**config.mk**
```make
export PLATFORM = sky130hd
export DESIGN_NAME = cpu_control_unit
export DESIGN_NICKNAME = d
export VERILOG_FILES = /design/src/rtl/cpu_pkg.sv /design/src/rtl/cpu_control_unit.sv
export SDC_FILE = /design/constraint.sdc
export NUM_CORES = 1
export LEC_CHECK = 0
export CAP_MARGIN = 20
export CORE_ASPECT_RATIO = 1.4
export CORE_UTILIZATION = 45
export DETAILED_ROUTE_END_ITERATION = 6
export PLACE_DENSITY = 0.8
export SLEW_MARGIN = 20
export SYNTH_ARGS = -nofsm -noshare
export SYNTH_HDL_FRONTEND = slang
export SYNTH_SLANG_ARGS = --single-unit
```
**constraint.sdc**
```tcl
create_clock -name clk -period 2.7 [get_ports clk]
set_input_delay 0.675 -clock clk [delete_from_list [all_inputs] [get_ports clk]]
set_output_delay 0.675 -clock clk [all_outputs]
set_load 0.1 [all_outputs]
```
**src/rtl/cpu_pkg.sv**
```systemverilog
// cpu_pkg: shared opcodes, ALU codes, FSM states and field widths for the control unit.
package cpu_pkg;
  localparam int PC_W   = 5;
  localparam int DATA_W = 8;
  localparam int OP_W   = 3;
  localparam int IMM_W  = 5;
  localparam logic [OP_W-1:0] OP_NOP  = 3'b000;
  localparam logic [OP_W-1:0] OP_LDI  = 3'b001;
  localparam logic [OP_W-1:0] OP_ADDI = 3'b010;
  localparam logic [OP_W-1:0] OP_SUBI = 3'b011;
  localparam logic [OP_W-1:0] OP_JMP  = 3'b100;
  localparam logic [OP_W-1:0] OP_JZ   = 3'b101;
  localparam logic [OP_W-1:0] OP_OUT  = 3'b110;
  localparam logic [OP_W-1:0] OP_HALT = 3'b111;
  localparam logic [2:0] ALU_ADD = 3'b000;
  localparam logic [2:0] ALU_SUB = 3'b001;
  typedef enum logic [2:0] {S_FETCH, S_DECODE, S_EXEC, S_OUTPUT, S_HALT} state_t;
  function automatic logic is_arith(input logic [OP_W-1:0] op);
    return op == OP_LDI || op == OP_ADDI || op == OP_SUBI;
  endfunction
endpackage

```
**src/rtl/cpu_control_unit.sv**
```systemverilog
// cpu_control_unit: multi-cycle accumulator CPU sequencer driving external imem and ALU.
// Define CU_SINGLE_STEP_EN to add a step input that gates each instruction fetch.
module cpu_control_unit
  import cpu_pkg::*;
#(
  parameter logic [PC_W-1:0] RESET_PC = 5'd0
) (
  input  logic              clk,
  input  logic              rst,
  output logic [PC_W-1:0]   imem_addr,
  output logic              imem_rd,
  input  logic [DATA_W-1:0] imem_data,
  input  logic              imem_valid,
  output logic [DATA_W-1:0] alu_a,
  output logic [DATA_W-1:0] alu_b,
  output logic [2:0]        alu_op,
  input  logic [DATA_W-1:0] alu_result,
  input  logic              alu_zero,
  output logic [DATA_W-1:0] out_data,
  output logic              out_valid,
  input  logic              out_ready,
`ifdef CU_SINGLE_STEP_EN
  input  logic              step,
`endif
  output logic              halted
);
  state_t state_q, state_d;
  logic [PC_W-1:0] pc_q, pc_d;
  logic [DATA_W-1:0] ir_q, ir_d, acc_q, acc_d, alu_a_q, alu_a_d, alu_b_q, alu_b_d;
  logic [2:0] alu_op_q, alu_op_d;
  logic z_q, z_d, imem_rd_q, imem_rd_d, out_valid_q, out_valid_d, halted_q, halted_d;
  logic [OP_W-1:0] op;
  logic [IMM_W-1:0] imm;
  logic fetch_done, out_done, arith, alu_go;
`ifdef CU_SINGLE_STEP_EN
  logic step_seen_q, step_seen_d;
`endif
  assign op = ir_q[DATA_W-1:IMM_W];
  assign imm = ir_q[IMM_W-1:0];
  always_comb begin
    fetch_done = state_q == S_FETCH && imem_rd_q && imem_valid;
    out_done = state_q == S_OUTPUT && out_valid_q && out_ready;
    arith = is_arith(op);
    state_d = state_q == S_FETCH ? (fetch_done ? S_DECODE : S_FETCH)
            : state_q == S_DECODE ? (op == OP_HALT ? S_HALT : op == OP_OUT ? S_OUTPUT : S_EXEC)
            : state_q == S_EXEC ? S_FETCH
            : state_q == S_OUTPUT ? (out_done ? S_FETCH : S_OUTPUT)
            : S_HALT;
    ir_d = fetch_done ? imem_data : ir_q;
    pc_d = fetch_done ? pc_q + 1'b1
         : state_q == S_EXEC && (op == OP_JMP || (op == OP_JZ && z_q)) ? imm : pc_q;
    acc_d = state_q == S_EXEC && arith ? alu_result : acc_q;
    z_d = state_q == S_EXEC && arith ? alu_zero : z_q;
    // Operands are registered on DECODE->EXEC so the external ALU sees them for the whole EXEC cycle.
    alu_go = state_d == S_EXEC && arith;
    alu_a_d = alu_go && op != OP_LDI ? acc_q : '0;
    alu_b_d = alu_go ? {{(DATA_W-IMM_W){1'b0}}, imm} : '0;
    alu_op_d = alu_go && op == OP_SUBI ? ALU_SUB : ALU_ADD;
`ifdef CU_SINGLE_STEP_EN
    step_seen_d = state_q == S_FETCH && state_d == S_FETCH && (step_seen_q || step);
    imem_rd_d = step_seen_d;
`else
    imem_rd_d = state_d == S_FETCH;
`endif
    out_valid_d = state_d == S_OUTPUT;
    halted_d = state_d == S_HALT;
  end
  always_ff @(posedge clk) begin
    if (rst) begin
      state_q <= S_FETCH;
      pc_q <= RESET_PC;
      ir_q <= '0;
      acc_q <= '0;
      z_q <= 1'b0;
      alu_a_q <= '0;
      alu_b_q <= '0;
      alu_op_q <= '0;
      imem_rd_q <= 1'b0;
      out_valid_q <= 1'b0;
      halted_q <= 1'b0;
`ifdef CU_SINGLE_STEP_EN
      step_seen_q <= 1'b0;
`endif
    end else begin
      state_q <= state_d;
      pc_q <= pc_d;
      ir_q <= ir_d;
      acc_q <= acc_d;
      z_q <= z_d;
      alu_a_q <= alu_a_d;
      alu_b_q <= alu_b_d;
      alu_op_q <= alu_op_d;
      imem_rd_q <= imem_rd_d;
      out_valid_q <= out_valid_d;
      halted_q <= halted_d;
`ifdef CU_SINGLE_STEP_EN
      step_seen_q <= step_seen_d;
`endif
    end
  end
  assign imem_addr = pc_q;
  assign imem_rd = imem_rd_q;
  assign alu_a = alu_a_q;
  assign alu_b = alu_b_q;
  assign alu_op = alu_op_q;
  assign out_data = acc_q;
  assign out_valid = out_valid_q;
  assign halted = halted_q;
endmodule

```
==> metrics list, run 1 <==
- In this run the post-CTS setup repair buffer count came out at 0.
- Entering global routing, the biggest net connects 28 pins.
* Switching fraction of total power: 0.2571
- Post-route clock skew: 6.790 ps
- The run finished with clean final reports.
- Mean Syn Cell Area: 9.343 um^2
- In this run the power density over the cells is about 610 nW/um^2.
- Post-route ant nets: 0
- In this run, synthesis produced a sequential element count of 42.
- 56 I/O pins were placed.
- In the post-synthesis netlist, the cell with the most instances is sky130_fd_sc_hd__dfxtp_1.
* Number of hold-repair buffers added at the cts stage: 0
* Worst vdd ir: about 0.00067 V
* Relative max-transition margin: 0.6425
- Number of resized instances in the post-cts repair step: 0
- For hold timing, the worst endpoint is ir_q[3].
* Number of fill cells in the layout: 310
- Path category of the worst min-delay check: flop to flop
- Overall power of the completed layout: 1.291 mW
* Finish-stage setup viols: 0
- Of the total power, registers draw 0.499.
* Wirelength, routed: a little over 3000 um
- Combinational cell fraction of total power: 0.124
- Cell internal power was estimated by the tool at 0.9592 mW.
- For this run, the slowest stage of the critical path takes 460 ps.
* Slowest cell on the critical path: sky130_fd_sc_hd__clkdlybuf4s50_1
* Iteration-0 DRC count of the detailed router: 6
- Count of buffers inserted at the top-level ports: 50
* Bufs on Longest Clock Path: 2
- Worst flop-to-flop path startpoint: state_q[1]
- Worst Tran Pin Value: 534.4 ps
- Clock buffers created by TritonCTS: 5
- Cell variety after synth: 39
- The number of endpoints with negative hold slack in the final report came to 0.
- Summed over all failing endpoints, the final setup total negative slack is 0 ps.
* Total standard cell area after synthesis: 1579 um^2
- At the later pin of the worst-skew pair, clock insertion delay measures 290 ps.
- Syn Inst Count: 169
* Cell breakdown of the critical path: clkdlybuf4s50_1 > nand3b_1 > or2_1 > o32a_1 > o22ai_1
- Number of synthesized flops with an enable pin: 0
- The worst hold path begins at ir_q[3].
- Drt first pass iters: 4
* Initial antenna violation count: 0
- Clk pwr share: 0.377
- After clock tree synthesis, the clock-pin slew on the worst setup and hold paths is around 80 ps.
- The congestion estimate from routability-driven global placement came to 0.7537.
- Endpoint kind of the worst setup timing path: flop
- Hold is met by roughly 460 ps.
- Core footprint: about 3400 um^2
* N_diodes: 0
* Register area: 840.8 um^2
- By area the synthesized netlist is led by sky130_fd_sc_hd__dfxtp_1 (53%), sky130_fd_sc_hd__mux2i_1 (5.7%), sky130_fd_sc_hd__and2_1 (5.2%).
- Core Rows: 25
* P_leak: 0.8489 nW
* Top post-synthesis cells by count: sky130_fd_sc_hd__dfxtp_1 (42), sky130_fd_sc_hd__nand2_1 (21), sky130_fd_sc_hd__nor2_1 (15), sky130_fd_sc_hd__and2_1 (13), sky130_fd_sc_hd__a21oi_1 (12)
- Crit path required time: 2930 ps
- Top achievable clock speed: 0.5144 GHz
* Minimum period implied by the final worst setup slack: ~2000 ps
- Mean number of vias per cell: 4.985
- The floorplan step set the die width to 52.07 um.
- The most used flip-flop cell after synthesis is sky130_fd_sc_hd__dfxtp_1.
- Filler-free cell count of the finished design: 261
- Area occupied by multi-input gates: 658.1 um^2
* Category of the most critical setup path: input pin to flop
- In this run the power spent charging and discharging nets is 0.3320 mW.
- Area share of the largest cell type after synthesis: 0.5325
- Layout cells sized above 1: 0.1991
- The tool flagged a number of max-cap violations equal to 0.
- Final number of max-transition violations: 0
* Depth of the most critical reg-to-reg path: 4
- The first global-routing pass estimated between 5000 and 6000 um of wire.
* Vias after detailed routing: 1301
- In this run the register-to-register setup slack is 960 ps.
- The final layout contains 242 nets.
- Total global-route track usage: 0.1831
- DRC violation count after routing: 0
- Data on the critical path arrives at its endpoint at 2170 ps.
- Sequential-to-total area share from yosys stat: 0.5325
- Initial Util: 0.4674
- Full die area: 3753 um^2
- Setup repair after global routing left no endpoint under its margin.
- Destination of the worst register-to-register timing path: imem_addr[4]
- Number of global-route vias before repair: around 1200
* Startpoint type of the worst setup path: input pin
- The worst hold path was traced through 2 stages.
- Cell family with most CP delay: compound AO/OA/AOI/OAI gates
* Synth area leader: sky130_fd_sc_hd__dfxtp_1
- Buffer and inverter count on the worst path: 1
- The Yosys step of the flow raised 0 warnings.
* Async SR Flop Fraction: 0
* Total overflow reported by the global router: 0
- In this run the worst path has a maximum fanout of 16.
- Clock Sinks: 42
- Post-route clock period utilization: 0.7200
- The H-tree was split into 2 levels.
- Wire length per cell: 11.93 um
- The wire-length estimate of the detail-placed layout is 2286 um.
* Clock root buffer: sky130_fd_sc_hd__clkbuf_8
- The number of placed instances, taps included, is 253.
* Chip height: ~70 um
* TritonCTS clock tree: done
- Area growth syn-to-layout: 34.63%
## per-layer routing
| metal | vias to the layer above | GRT usage | part of all wire |
|---|---|---|---|
| li1 | 663 | - | - |
| met1 | 586 | 0.1789 | 0.41 |
| met2 | 46 | 0.3262 | 0.50 |
| met3 | 6 | 0.07547 | 0.072 |
| met4 | 0 | 0.08108 | 0.020 |
| met5 | - | 0 | 0 |
## worst register-to-register path: stages (launching register included)
cell and delay [ps]:
sky130_fd_sc_hd__dfxtp_1 430, sky130_fd_sc_hd__or3b_1 460, sky130_fd_sc_hd__or3_4 460, sky130_fd_sc_hd__a21oi_1 160, sky130_fd_sc_hd__o221a_1 180
## state kept, by name, summed over array words and instances (netlist names)
name and cells:
alu_b 5, imem_addr 5, out_data 8, z_q 1, alu_op 1, halted 1, ir_q 8, imem_rd 1
out_valid 1, state_q 3, alu_a 8
## power groups by stage
stage | Combinational (mW) | Clock, mW | Sequential (mW)
2_1_floorplan | 0.0785 | 0 | 0.697
3_3_place_gp | 0.160 | 0 | 0.659
3_5_place_dp | 0.161 | 0 | 0.659
4_1_cts | 0.161 | 0.503 | 0.644
5_1_grt | 0.170 | 0.530 | 0.646
6_report | 0.160 | 0.487 | 0.644
## worst max path at each step
stage,slack (ps),depth (start not counted),startpoint,endpoint
finish,760,5,imem_valid,imem_addr[3]
global route,670,5,imem_valid,imem_addr[2]
CTS,760,5,imem_valid,imem_addr[3]
detailed placement,450,5,imem_valid,imem_addr[3]
global placement,490,5,imem_valid,imem_addr[2]
floorplan,670,5,imem_rd,imem_addr[3]
## area by class of cell
class | instances | area share
Sequential cell | 42 | 0.3955
Multi-Input combinational cell | 113 | 0.3096
Timing Repair Buffer | 53 | 0.2107
Clock buffer | 6 | 0.03414
Tap cell | 40 | 0.02354
Clock inverter | 2 | 0.01766
Inverter | 5 | 0.008829
## kinds of logic (layout without fill, tap and decap cells)
logic type / after synthesis / count (layout) / synth area share
and+or+nand+nor: 72 / 72 / 0.2314
AOI/OAI and AO/OA: 26 / 26 / 0.1086
buffers and inverters: 18 / 66 / 0.06022
other: 1 / 5 / 0.002375
DFF: 42 / 42 / 0.5325
muxes: 9 / 9 / 0.05705
adders and majority gates: 1 / 1 / 0.007923
## per-stage QoR
step	instance area, um^2	setup WS (ps)	utilization
CTS	2126	758.6	0.6293
detailed placement	2016	447.7	0.5967
global route	2126	671.7	0.6293
finish	2126	755.9	0.6293
global placement	2016	487.3	0.5967
floorplan	1594	670.0	-
## placed cells by master, fill, tap and decap left out, types with 2 or more instances in the layout
| cell type | n |
|---|---|
| sky130_fd_sc_hd__nor3_1 | 4 |
| sky130_fd_sc_hd__inv_1 | 5 |
| sky130_fd_sc_hd__and2_1 | 13 |
| sky130_fd_sc_hd__and3_1 | 2 |
| sky130_fd_sc_hd__a21oi_1 | 12 |
| sky130_fd_sc_hd__mux2i_1 | 9 |
| sky130_fd_sc_hd__nand2_1 | 21 |
| sky130_fd_sc_hd__nor2b_1 | 2 |
| sky130_fd_sc_hd__conb_1 | 5 |
| sky130_fd_sc_hd__clkdlybuf4s50_1 | 20 |
| sky130_fd_sc_hd__dfxtp_1 | 42 |
| sky130_fd_sc_hd__buf_4 | 33 |
| sky130_fd_sc_hd__nand3_1 | 4 |
| sky130_fd_sc_hd__a31oi_1 | 3 |
| sky130_fd_sc_hd__nor2_1 | 15 |
| sky130_fd_sc_hd__nand2b_1 | 2 |
| sky130_fd_sc_hd__clkbuf_8 | 5 |
No activity file was read; power rests on OpenSTA's default activity.
==> run 2: changes to the inputs <==
Settings changed: CORE_UTILIZATION 45 to 44, PLACE_DENSITY 0.8 to 0.79.
Clock period 2.7 ns to 1.8 ns, I/O delays scaled along.
==> metrics list, run 2 (synthesis gave the netlist of run 1 again) <==
- Max H-tree Level: 2 (unchanged)
* Full die area: 3836 um^2 (+2.2%)
- The total of hold buffers inserted after clock tree synthesis is 0 (unchanged).
- The core footprint is 3410 um^2 (+0.93%).
- The clock transition time at the flip-flop clock pins of the worst setup and hold paths is 80 ps (about the same).
* Post-route clock skew: 6.468 ps (-0.3210 ps)
- Clock latency on the worst-skew pair: 300 ps (about the same)
- The leakage power summed over all cells was 0.9665 nW (+14%).
- Bufs on Longest Clock Path: 2 (unchanged)
- First-pass GRT wire length: 5685 um (+13%)
- Crit path arrival time: 1850 ps (-320 ps)
- The worst setup path is captured at a flop.
- The required time of the worst setup path came to 2020 ps (-910 ps).
* Clock Sinks: 42 (unchanged)
* Initial Util: 0.4631 (-0.004288)
- The global routing usage summed across all routing layers came to 0.2059 (+0.02287).
* Number of global-route vias before repair: 1374 (+14%)
* Pin count of the biggest net entering global routing: 28 (unchanged)
- Derived from the worst setup path, the maximum achievable clock frequency is 0.6139 GHz.
- Leaving out fill and tap cells, the most frequent cells in the layout are sky130_fd_sc_hd__dfxtp_1 (39), sky130_fd_sc_hd__buf_12 (30), sky130_fd_sc_hd__nand2_1 (21), sky130_fd_sc_hd__clkdlybuf4s50_1 (20), sky130_fd_sc_hd__nor2_1 (15).
- Count of buffers inserted at the top-level ports: 50 (unchanged)
- Dpl hpwl: 2697 um (+18%)
- Startpoint type of the worst setup path: flop
- Layout cells sized above 1: 0.2456 (+0.04652)
- MaxCap Viol Count: 0 (unchanged)
* Clock root buffer: sky130_fd_sc_hd__clkbuf_8
- Worst vdd ir: 0.0007088 V (+5.7%)
* Destination of the worst register-to-register timing path: imem_addr[3]
* Drt first pass iters: 6 (+2)
- Number of placed I/O pins: 56 (unchanged)
* Vias after detailed routing: 1363 (+4.8%)
* Power per cell area: 743.5 nW/um^2 (+22%)
- Worst setup path startpoint: state_q[2]
* TritonCTS clock tree: done
* Weighted congestion reported at the end of routability-driven placement: 0.7571 (+0.45%)
- Worst flop-to-flop path startpoint: state_q[2]
- The die outline width came to 52.63 um (+1.1%).
- Initial antenna violation count: 0 (unchanged)
- Crit path to: imem_addr[3]
- The clock buffer count from CTS is 5 (unchanged).
- RSZ-0062 raised after global routing: no
- The flow ran to the end, and the final reports show no timing, DRC or antenna violations.
- The number of DRC violations after detailed routing was 0 (unchanged).
- Minimum period implied by the final worst setup slack: roughly 1600 ps
* Total overflow reported by the global router: 0 (unchanged)
- Final number of max-transition violations: 0 (unchanged)
- The post-detailed-route via-to-cell ratio came to 5.086 (+2.0%).
* Post-route ant nets: 0 (unchanged)
- Hold violation total from the final report: 0 (unchanged)
* Wirelength, routed: 3511 um (+13%)
- The tightest min-delay check is of the flop to flop type.
- Area growth syn-to-layout: 61.49%
- Wire length per cell: 13.10 um (+9.8%)
- Core Rows: 25 (unchanged)
- Finish-stage setup viols: 0 (unchanged)
- Accumulated negative setup slack: 0 ps (unchanged)
- The antenna diode count was 0 (unchanged).
- The overall die height is 72.88 um (+1.1%).
- Post-Route Hold Slack: 479.9 ps (+15.72 ps)
- The critical path is of the flop to flop type.
* Critical path peak fanout: 7 (-9)
- Post-route clock period utilization: 0.9050
- Reg2reg setup slack: 170 ps (-790 ps)
- Utilization of the core after routing: 0.7479 (+0.1186)
- The number of nets in the layout came to 249 (+2.9%).
- Depth of the most critical reg-to-reg path: 4 (unchanged)
- The library cell used most frequently in the layout, excluding fill and tap cells, is sky130_fd_sc_hd__dfxtp_1.
* Iteration-0 DRC count of the detailed router: 18 (+12)
## run 2: cell types whose count changed in the layout (fill, tap and decap cells not counted)
cell and change:
sky130_fd_sc_hd__buf_12 +30, sky130_fd_sc_hd__buf_4 -23, sky130_fd_sc_hd__bufinv_16 -1, sky130_fd_sc_hd__clkbuf_8 +1, sky130_fd_sc_hd__clkinvlp_4 -1, sky130_fd_sc_hd__dfxtp_1 -3
sky130_fd_sc_hd__dfxtp_2 +3, sky130_fd_sc_hd__inv_6 +1, sky130_fd_sc_hd__nor3_1 -1, sky130_fd_sc_hd__nor3_2 +1, sky130_fd_sc_hd__or3b_1 -1, sky130_fd_sc_hd__or3b_4 +1
## run 2: stage by stage
| stage | std cells | setup slack [ps] | power, mW | area (um^2) |
|---|---|---|---|---|
| 6_report | 268 | 171.0 | 1.896 | 2550 |
| 4_1_cts | 268 | 72.20 | 1.905 | 2542 |
| 2_1_floorplan | 173 | 79.60 | 1.165 | 1598 |
| 5_1_grt | 268 | 79.16 | 1.954 | 2550 |
| 3_3_place_gp | 260 | 4.622 | 1.266 | 2447 |
| 3_5_place_dp | 260 | -41.11 | 1.271 | 2447 |
## run 2: worst max-delay path: stages, from the launching register on
cell,delay [ps]
sky130_fd_sc_hd__dfxtp_1,350
sky130_fd_sc_hd__or3b_4,430
sky130_fd_sc_hd__or3_4,450
sky130_fd_sc_hd__o32a_1,180
sky130_fd_sc_hd__o22ai_1,150
## run 2: per-layer routing
layer / GRT usage / wire length, um
met1: 0.1813 / 1245
met2: 0.3769 / 1912
met3: 0.09375 / 288
met4: 0.1023 / 65
met5: 0 / 0
## run 2: final cells by class
cell class	instances	area [um^2]
Clock buffer	7	86.33
Clock inverter	1	8.758
Fill cell	223	859.6
Inverter	5	18.77
Multi-Input combinational cell	113	665.6
Sequential cell	42	844.6
Tap cell	40	50.05
Timing Repair Buffer	60	875.8
## run 2: what timing repair did
action                     in CTS  in global routing
buffers inserted                0                  0
setup endpoints to repair       0                  1
resized for setup               0                  2
## run 2: how the worst min path moves through the flow
stage | from | end | slack [ps] | cells past startpoint
after floorplan | ir_q[3] | ir_q[3] | 440 | 2
after global placement | ir_q[3] | ir_q[3] | 450 | 2
after detailed placement | ir_q[1] | ir_q[1] | 470 | 2
after CTS | ir_q[1] | ir_q[1] | 480 | 2
after global routing | ir_q[1] | ir_q[1] | 500 | 2
final | ir_q[3] | ir_q[3] | 480 | 2
## run 2: power by group
part | leakage (nW) | switching (mW) | internal (mW)
combinational | 0.577 | 0.170 | 0.110
clock | 0.0489 | 0.328 | 0.317
sequential | 0.341 | 0.0218 | 0.949
